<file path="config.mk">
export PLATFORM = sky130hd
export DESIGN_NAME = dmem_port_arbiter_flat
export DESIGN_NICKNAME = d
export VERILOG_FILES = /design/src/rtl/dmem_port_arbiter_if.sv /design/src/rtl/dmem_port_arbiter.sv /design/src/flat_wrapper.sv
export SDC_FILE = /design/constraint.sdc
export NUM_CORES = 1
export LEC_CHECK = 0
export ABC_CLOCK_PERIOD_IN_PS = 3900
export BUFFER_PORTS_ARGS = -buffer_cell sky130_fd_sc_hd__clkbuf_2
export CAP_MARGIN = 20
export CORE_ASPECT_RATIO = 2
export CORE_UTILIZATION = 44
export DETAILED_ROUTE_END_ITERATION = 8
export GPL_ROUTABILITY_DRIVEN = 1
export PLACE_DENSITY = 0.89
export RECOVER_POWER = 50
export SLEW_MARGIN = 15
export SYNTH_ARGS = -nofsm -noshare
export SYNTH_HDL_FRONTEND = slang
export SYNTH_SLANG_ARGS = --single-unit
</file>
<file path="constraint.sdc">
create_clock -name clk -period 3.9 [get_ports clk]
set_clock_uncertainty 0.05 [all_clocks]
set_input_delay 0.585 -clock clk [delete_from_list [all_inputs] [get_ports clk]]
set_output_delay 0.585 -clock clk [all_outputs]
set_load 0.01 [all_outputs]
</file>
<file path="src/rtl/dmem_port_arbiter_if.sv">
// Bundle of requester-side and memory-side signals around the shared data-memory port.
// Handshake: a requester holds *_req (and its payload) until the one-cycle *_resp pulse
// (loads may also drop on flush); the arbiter holds mem_read/mem_write and the latched
// address/data/byte enables stable until the memory returns the one-cycle mem_resp.
interface dmem_port_arbiter_if;
  logic        flush;
  logic        st_req;
  logic [15:0] st_addr;
  logic [15:0] st_wdata;
  logic [1:0]  st_byte_en;
  logic        st_resp;
  logic        ld_req;
  logic [15:0] ld_addr;
  logic        ld_resp;
  logic [15:0] ld_rdata;
  logic        mem_read;
  logic        mem_write;
  logic [15:0] mem_address;
  logic [15:0] mem_wdata;
  logic [1:0]  mem_byte_enable;
  logic        mem_resp;
  logic [15:0] mem_rdata;

  modport master (
    input  flush, st_req, st_addr, st_wdata, st_byte_en, ld_req, ld_addr, mem_resp, mem_rdata,
    output st_resp, ld_resp, ld_rdata, mem_read, mem_write, mem_address, mem_wdata,
           mem_byte_enable
  );

  modport slave (
    output flush, st_req, st_addr, st_wdata, st_byte_en, ld_req, ld_addr, mem_resp, mem_rdata,
    input  st_resp, ld_resp, ld_rdata, mem_read, mem_write, mem_address, mem_wdata,
           mem_byte_enable
  );
endinterface

</file>
<file path="src/rtl/dmem_port_arbiter.sv">
// Shares one data-memory port between commit stores (priority) and speculative loads,
// with a load-starvation limit. Optional perf counters under `DMEM_ARB_PERF_EN`.
module dmem_port_arbiter #(
  parameter int STARVE_LIMIT = 4,
  parameter int CNT_WIDTH    = 4
) (
  input  logic                 clk,
  input  logic                 reset,
  dmem_port_arbiter_if.master  bus,
  output logic [1:0]           dbg_state,
  output logic [CNT_WIDTH-1:0] dbg_starve_cnt
`ifdef DMEM_ARB_PERF_EN
  ,
  output logic [31:0]          perf_st_grants,
  output logic [31:0]          perf_ld_grants,
  output logic [31:0]          perf_ld_killed
`endif
);

  typedef enum logic [1:0] {
    IDLE  = 2'd0,
    STORE = 2'd1,
    LOAD  = 2'd2
  } state_t;

  localparam logic [CNT_WIDTH-1:0] LIMIT = CNT_WIDTH'(STARVE_LIMIT);

  state_t               state;
  logic [CNT_WIDTH-1:0] starve_cnt;
  logic                 kill;
  logic [15:0]          addr_q;
  logic [15:0]          wdata_q;
  logic [1:0]           be_q;

  logic ld_live;
  logic st_grant;
  logic ld_grant;
  logic ld_drop;

  // A load seen together with flush is already stale: it neither competes nor starves.
  assign ld_live  = bus.ld_req & ~bus.flush;
  assign st_grant = (state == IDLE) & bus.st_req & (~ld_live | (starve_cnt < LIMIT));
  assign ld_grant = (state == IDLE) & ~st_grant & ld_live;
  assign ld_drop  = (state == LOAD) & bus.mem_resp & (kill | bus.flush);

  always_ff @(posedge clk) begin
    if (reset) begin
      state      <= IDLE;
      starve_cnt <= '0;
      kill       <= 1'b0;
      addr_q     <= '0;
      wdata_q    <= '0;
      be_q       <= 2'b11;
    end else begin
      case (state)
        IDLE: begin
          if (st_grant) begin
            state   <= STORE;
            addr_q  <= bus.st_addr;
            wdata_q <= bus.st_wdata;
            be_q    <= bus.st_byte_en;
            if (ld_live && (starve_cnt != '1)) starve_cnt <= starve_cnt + CNT_WIDTH'(1);
          end else if (ld_grant) begin
            state      <= LOAD;
            addr_q     <= bus.ld_addr;
            be_q       <= 2'b11;
            starve_cnt <= '0;
          end
        end
        STORE: begin
          if (bus.mem_resp) state <= IDLE;
        end
        LOAD: begin
          // The bus transaction always runs to mem_resp; flush only poisons the result.
          if (bus.mem_resp) begin
            state <= IDLE;
            kill  <= 1'b0;
          end else if (bus.flush) begin
            kill <= 1'b1;
          end
        end
        default: state <= IDLE;
      endcase
    end
  end

  assign bus.mem_write       = (state == STORE);
  assign bus.mem_read        = (state == LOAD);
  assign bus.mem_address     = addr_q;
  assign bus.mem_wdata       = wdata_q;
  assign bus.mem_byte_enable = (state == IDLE) ? 2'b11 : be_q;
  assign bus.st_resp         = (state == STORE) & bus.mem_resp;
  assign bus.ld_resp         = (state == LOAD) & bus.mem_resp & ~kill & ~bus.flush;
  assign bus.ld_rdata        = bus.ld_resp ? bus.mem_rdata : 16'h0000;

  assign dbg_state      = state;
  assign dbg_starve_cnt = starve_cnt;

`ifdef DMEM_ARB_PERF_EN
  always_ff @(posedge clk) begin
    if (reset) begin
      perf_st_grants <= '0;
      perf_ld_grants <= '0;
      perf_ld_killed <= '0;
    end else begin
      if (st_grant) perf_st_grants <= perf_st_grants + 32'd1;
      if (ld_grant) perf_ld_grants <= perf_ld_grants + 32'd1;
      if (ld_drop)  perf_ld_killed <= perf_ld_killed + 32'd1;
    end
  end
`endif

endmodule

</file>
<file path="src/flat_wrapper.sv">
// flat-port wrapper written by rule: the top's interface ports become plain ports
module dmem_port_arbiter_flat 
#(
  parameter int STARVE_LIMIT = 4,
  parameter int CNT_WIDTH    = 4
)
  (clk, reset, dbg_state, dbg_starve_cnt, bus_flush, bus_st_req, bus_st_addr, bus_st_wdata, bus_st_byte_en, bus_ld_req, bus_ld_addr, bus_mem_resp, bus_mem_rdata, bus_st_resp, bus_ld_resp, bus_ld_rdata, bus_mem_read, bus_mem_write, bus_mem_address, bus_mem_wdata, bus_mem_byte_enable);
  dmem_port_arbiter_if bus_i ();
  input  logic clk;
  input  logic reset;
  output logic [1:0] dbg_state;
  output logic [CNT_WIDTH-1:0] dbg_starve_cnt;
  input wire logic [$bits(bus_i.flush)-1:0] bus_flush;
  input wire logic [$bits(bus_i.st_req)-1:0] bus_st_req;
  input wire logic [$bits(bus_i.st_addr)-1:0] bus_st_addr;
  input wire logic [$bits(bus_i.st_wdata)-1:0] bus_st_wdata;
  input wire logic [$bits(bus_i.st_byte_en)-1:0] bus_st_byte_en;
  input wire logic [$bits(bus_i.ld_req)-1:0] bus_ld_req;
  input wire logic [$bits(bus_i.ld_addr)-1:0] bus_ld_addr;
  input wire logic [$bits(bus_i.mem_resp)-1:0] bus_mem_resp;
  input wire logic [$bits(bus_i.mem_rdata)-1:0] bus_mem_rdata;
  output wire logic [$bits(bus_i.st_resp)-1:0] bus_st_resp;
  output wire logic [$bits(bus_i.ld_resp)-1:0] bus_ld_resp;
  output wire logic [$bits(bus_i.ld_rdata)-1:0] bus_ld_rdata;
  output wire logic [$bits(bus_i.mem_read)-1:0] bus_mem_read;
  output wire logic [$bits(bus_i.mem_write)-1:0] bus_mem_write;
  output wire logic [$bits(bus_i.mem_address)-1:0] bus_mem_address;
  output wire logic [$bits(bus_i.mem_wdata)-1:0] bus_mem_wdata;
  output wire logic [$bits(bus_i.mem_byte_enable)-1:0] bus_mem_byte_enable;
  assign bus_i.flush = bus_flush;
  assign bus_i.st_req = bus_st_req;
  assign bus_i.st_addr = bus_st_addr;
  assign bus_i.st_wdata = bus_st_wdata;
  assign bus_i.st_byte_en = bus_st_byte_en;
  assign bus_i.ld_req = bus_ld_req;
  assign bus_i.ld_addr = bus_ld_addr;
  assign bus_i.mem_resp = bus_mem_resp;
  assign bus_i.mem_rdata = bus_mem_rdata;
  assign bus_st_resp = bus_i.st_resp;
  assign bus_ld_resp = bus_i.ld_resp;
  assign bus_ld_rdata = bus_i.ld_rdata;
  assign bus_mem_read = bus_i.mem_read;
  assign bus_mem_write = bus_i.mem_write;
  assign bus_mem_address = bus_i.mem_address;
  assign bus_mem_wdata = bus_i.mem_wdata;
  assign bus_mem_byte_enable = bus_i.mem_byte_enable;
  dmem_port_arbiter #(.STARVE_LIMIT(STARVE_LIMIT), .CNT_WIDTH(CNT_WIDTH)) u_core (.clk(clk), .reset(reset), .bus(bus_i), .dbg_state(dbg_state), .dbg_starve_cnt(dbg_starve_cnt));
endmodule
</file>
# ---- After elaboration in Yosys (flattened, before gate mapping)
# Index checks and enable logic that the tools add are counted.
dict set report op_classes {
  add_sub_neg 1
  multipliers 0
  div 0
  n_lt_le_gt_ge 1
  eq_ne 6
  shift 0
  n_mux 15
  bitwise 14
  reduce_logical 10
}
# cell count
set ops {}
lappend ops {{$mux 16} 3}
lappend ops {{$mux 2} 6}
lappend ops {{$mux 4} 3}
lappend ops {{$and 1x1->1} 9}
lappend ops {{$reduce_and 2->1} 4}
lappend ops {{$add 4x1->4 const B} 1}
lappend ops {{$lt 4x3->1 const B} 1}
lappend ops {{$ne 4x4->1 const B} 1}
lappend ops {{$not 1->1} 4}
lappend ops {{$pmux 2 s2} 1}
lappend ops {{$reduce_bool 2->1} 2}
lappend ops {{$ne 3x1->1 const B} 1}
lappend ops {{$reduce_and 3->1} 1}
lappend ops {{$eq 2x1->1 const B} 1}
lappend ops {{$eq 2x2->1 const B} 1}
lappend ops {{$logic_not 2->1} 1}
lappend ops {{$mux 1} 2}
lappend ops {{$ne 2x1->1 const B} 1}
lappend ops {{$ne 2x2->1 const B} 1}
lappend ops {{$reduce_or 2->1} 1}
lappend ops {{$logic_and 1x1->1} 1}
lappend ops {{$or 1x1->1} 1}
dict set report word_totals {
  regBits 41
  latch_bits 0
  ramBits 0
  mem_bits_ro 0
  inputBits 72
  out_inout_bits 60
  word_cells 53
  n_memories 0
}

# ---- Logic depth before layout (Yosys ltp)
dict set report logic_depth {
  depth_word 11
  depth_mapped 8
  mapped_depth_nobuf 6
}

# ---- Least setup slack after synthesis
# No wires, ideal clock.
dict set report synth_path {
  path_type {register -> output}
  from {register u_core.state[0], in the netlist u_core.dbg_state[0]}
  to {output bus_ld_rdata[10]}
  arrival_time_ns 1.592
  required_time_ns 3.265
  setup_slack_ns 1.673
  stages_incl_launch_ff 7
  n_path_buf 1
  cell_sequence {dfxtp_1 inv_1 ha_1 nand2_1 nor3_1 clkbuf_1 and2_1}
}
dict set report synth_via {
  elab_chain_cells 5
}
# element line_no
set synth_lines {}
lappend synth_lines {{start: declaration} dmem_port_arbiter.sv:28} ;# state_t state;
lappend synth_lines {{start signal: assignment} dmem_port_arbiter.sv:48} ;# state <= IDLE;
lappend synth_lines {{start signal: assignment} dmem_port_arbiter.sv:58} ;# state <= STORE;
lappend synth_lines {{start signal: assignment} dmem_port_arbiter.sv:64} ;# state <= LOAD;
lappend synth_lines {{$eq 2x2->1} --}
lappend synth_lines {{net bus_mem_read} flat_wrapper.sv:25} ;# output wire logic [$bits(bus_i.mem_read)-1:0] bus_mem_read;
lappend synth_lines {{$and 1x1->1 (3 in series)} dmem_port_arbiter.sv:93} ;# assign bus.ld_resp = (state == LOAD) & bus.mem_resp & ~kill & ~bus.flush;
lappend synth_lines {{net bus_ld_resp} flat_wrapper.sv:23} ;# output wire logic [$bits(bus_i.ld_resp)-1:0] bus_ld_resp;
lappend synth_lines {{$mux 16} dmem_port_arbiter.sv:94} ;# assign bus.ld_rdata = bus.ld_resp ? bus.mem_rdata : 16'h0000;
lappend synth_lines {{end: declaration} flat_wrapper.sv:24} ;# output wire logic [$bits(bus_i.ld_rdata)-1:0] bus_ld_rdata;
# The timed path passes the listed nets, and every way through them passes these cells.

# ---- Worst setup path after layout
dict set report layout_path {
  from {register u_core.state[0], in the netlist u_core.dbg_state[0]}
  to {register u_core.addr_q[12], in the netlist u_core.bus.mem_address[12]}
}
dict set report layout_via {
  elab_chain_cells 8
  word_cells_on_any_way 9
  cone_classes {mux: 1; bitwise: 5; reduce/logical: 3}
}
# element line_no
set layout_lines {}
lappend layout_lines {{$logic_not 2->1 (*)} {dmem_port_arbiter.sv:42, dmem_port_arbiter.sv:43, dmem_port_arbiter.sv:55}}
lappend layout_lines {{$and 1x1->1 (2 in series)} dmem_port_arbiter.sv:42} ;# assign st_grant = (state == IDLE) & bus.st_req & (~ld_live | (starve_cnt < LIMIT));
lappend layout_lines {{$not 1->1} dmem_port_arbiter.sv:43} ;# assign ld_grant = (state == IDLE) & ~st_grant & ld_live;
lappend layout_lines {{$and 1x1->1 (2 in series)} dmem_port_arbiter.sv:43}
lappend layout_lines {{$reduce_bool 2->1 (no source line)} --}
lappend layout_lines {{$reduce_and 2->1 (no source line)} --}
lappend layout_lines {{end signal: assignment} dmem_port_arbiter.sv:59} ;# addr_q <= bus.st_addr;
lappend layout_lines {{end signal: assignment} dmem_port_arbiter.sv:65} ;# addr_q <= bus.ld_addr;
lappend layout_lines {{end: declaration} dmem_port_arbiter.sv:31} ;# logic [15:0] addr_q;
# Every way passes the cells marked *; elsewhere a longest branch is shown, timed or not.
# A chain may end at the register's enable or synchronous reset.

==> metrics.md <==
| Metric | Value |
|---|---|
| Post-Syn Area | `1853 um^2` |
| Worst endpoint required time | `4.01 ns` |
| Initial drt markers | `46` |
| H-tree depth | `2` |
| Worst path arrival time | `2.72 ns` |
| Initial antenna violation count | `0` |
| Switching Fraction | `29.75%` |
| Final Setup Violations | `0` |
| Max-cap violations | `1` |
| Internal power | `690.5 uW` |
| Die W | `47.89 um` |
| Area Growth Syn to Fin | `35.72%` |
| Post-CTS Setup Repair Bufs | `0` |
| CP endpoint kind | `flip-flop` |
| Fillers | `418` |
| Vias/cell | `4.950` |
| Final net count | `426` |
| Clock Tree Root | `clkbuf_8` |
| Footprint of the multi-input gates | `907.1 um^2` |
| Relative slew margins | `-20.00%` |
| Count of cell types in the netlist | `32` |
| Leakage | `0.001150 uW` |
| Clock sink count | `41` |
| Combinational Power Share | `23.4%` |
| Post-route cell area | `2515 um^2` |
| Vias in the first global route | `1867` |
| Status | `finished, violations left` |
| TritonRoute pass-1 iters | `4` |
| Core Rows | `33` |
| First-pass GRT wire length | `7.341 mm` |
| RSZ-0062 raised after global routing | `false` |
| DP Area | `2476 um^2` |
| CP Launch Type | `flip-flop` |
| DR vias | `1990` |
| CTS buffer count | `5` |
| Final hold violations | `0` |
| HPWL after DPL | `3.801 mm` |
| Max Slew Vio Count | `43` |
| Setup_tns | `0 ns` |
| Io pins | `132` |
| Worst Path Class, Setup | `reg2reg` |
| Port Buffers | `131` |
| Metal3 WL | `275 um` |
| Worst hold path class | `reg2reg` |
| Area leader, netlist | `dfxtp_1` |
| Die Height | `93.78 um` |
| CP Max Fanout | `33` |
| Failing checks | `capacitance limit, slew limit` |
| # DRC | `0` |
| Synth Warn # | `0` |
| Fraction of layout cells with a size suffix above 1 | `29.43%` |
| CTS clk-pin slew, worst paths | `0.08 ns` |
| Initial Util | `45.79%` |
| Clock share of power | `27.9%` |
| Post-Syn Instances | `227` |
| Hold Slack | `0.4087 ns` |
| Worst Tran Pin Value | `1.800 ns` |
| Largest net degree at the start of global routing | `43` |
| Top cells by area, synth | `dfxtp_1, nand2_1, a311oi_1, and2_1, a21oi_1` |
| CTS tree | `done` |
| Post-cts sizing count | `0` |
| #FFs+latches synth | `41` |
| ANT nets after route | `0` |
| Total congestion overflow | `0` |
| Ant. Diodes | `0` |
| Drt total wl | `4.999 mm` |
| Core area | `4046 um^2` |
| Syn_nets | `303` |
| M1 WL | `1.869 mm` |
| Met2 Routed Length | `2.742 mm` |
| Fin crit period | `2.606 ns` |
| Register area share after synthesis | `44.29%` |
| Seq. cell area | `820.8 um^2` |
| Fin crit share | `66.82%` |
| Die area | `4491 um^2` |
| Worst Reg-to-Reg Cells | `6` |
| DR WL/cell | `12.44 um` |
| Hold-fix buffers, CTS | `0` |
| Seq pwr share | `48.7%` |
| Gpl congestion | `0.8068` |
| Fmax | `0.3837 GHz` |
| Peak supply drop | `0.3163 mV` |
| Top sig layer | `met4` |
| Hold depth | `2` |
| Clk_lat worst skew | `0.28 ns` |
| Syn_area_per_cell | `8.163 um^2` |
| GRT Resource Usage Total | `22.11%` |
| Sw Pwr | `292.4 uW` |
| Post-synth top area share | `44.29%` |
| Clock buffer depth | `2` |
| R2R setup slack | `1.29 ns` |
| P per Cell Area | `390.8 nW/um^2` |
-- power groups by stage --
stage	combinational (uW)	clock, uW	sequential (uW)
CTS	240	284	479
detailed placement	239	0	489
finish	230	274	478
floorplan	132	0	505
global route	259	303	484
global placement	231	0	486
-- area by class of cell --
| cell class | instances | share of cell area (%) |
|---|---|---|
| inverter | 2 | 0.2985 |
| multi-input combinational | 167 | 36.07 |
| clock buffer | 6 | 3.284 |
| sequential | 41 | 32.64 |
| tap | 52 | 2.587 |
| clock inverter | 1 | 0.2985 |
| timing repair buffer | 133 | 24.83 |
-- sequential cells by signal (all words and copies together) (netlist names) --
signal	cells
u_core.be_q	2
u_core.dbg_starve_cnt	4
u_core.bus.mem_address	16
u_core.dbg_state	2
u_core.bus.mem_wdata	16
u_core.kill	1
-- synth_stat cells --
library cell,count
a21o_1,1
dfxtp_1,41
or2_0,1
o22ai_1,2
a22oi_1,1
buf_2,3
nor3_1,1
mux2i_1,1
or2_2,2
nand2_1,67
nand2b_1,2
nor2_1,19
buf_4,4
a211oi_2,2
o21a_1,1
inv_1,2
a21oi_1,19
ha_1,4
a41oi_1,1
and2_1,18
o31ai_1,1
or3_1,1
clkbuf_1,7
or2_4,1
buf_6,3
nor2b_4,1
a21oi_4,1
a311oi_1,16
o32ai_1,1
nor2b_1,1
nor4b_1,1
a211oi_1,1
-- stage by stage --
| step | power [uW] | std cells | util, % | worst slack (ns) |
|---|---|---|---|---|
| floorplan | 637.0 | 227 | - | 1.673 |
| global placement | 717.5 | 394 | 61.19 | 1.422 |
| detailed placement | 727.6 | 394 | 61.19 | 1.238 |
| CTS | 1002 | 401 | 63.42 | 0.9871 |
| global route | 1046 | 402 | 62.15 | 1.108 |
| finish | 982.9 | 402 | 62.15 | 1.294 |
-- placed cells by master, fill, tap and decap left out, drive strengths merged --
cell,instances
a211oi,3
a21o,1
a21oi,20
a22oi,1
a311oi,16
a41oi,1
and2,18
buf,2
clkbuf,137
clkinvlp,1
dfxtp,41
ha,4
inv,2
mux2i,1
nand2,67
nand2b,2
nor2,19
nor2b,2
nor3,1
nor4b,1
o21a,1
o22ai,2
o31ai,1
o32ai,1
or2,4
or3,1
-- critical path: stages (launching register included) --
cell and delay, ns:
dfxtp_1 0.33, inv_1 0.10, ha_1 0.29, nand2_1 0.15
a21oi_2 1.04, nand2_1 0.17, a311oi_1 0.35
-- worst paths after layout --
check | end | from
worst min-delay path | u_core.bus.mem_wdata[0]$_SDFFE_PP0P_ | u_core.bus.mem_wdata[0]$_SDFFE_PP0P_
worst max register to register | u_core.bus.mem_address[12]$_SDFFE_PP0P_ | u_core.dbg_state[0]$_SDFFE_PP0P_
worst min register to register | u_core.bus.mem_wdata[0]$_SDFFE_PP0P_ | u_core.bus.mem_wdata[0]$_SDFFE_PP0P_
worst max-delay path | u_core.bus.mem_address[12]$_SDFFE_PP0P_ | u_core.dbg_state[0]$_SDFFE_PP0P_
-- cell families after synthesis --
logic type / synth area share [%]
flops: 44.29
mux: 0.5402
buf+inv: 6.077
compound gates: 18.57
fa+ha+maj: 2.701
simple gates: 27.82
-- layer usage --
metal / global-route usage, % / up-vias
met4: 11.57 / 0
met2: 40.65 / 80
met1: 21.17 / 891
met3: 3.462 / 11
met5: 0 / -
li1: - / 1008
Note: power is estimated with default switching activity, not from simulation.
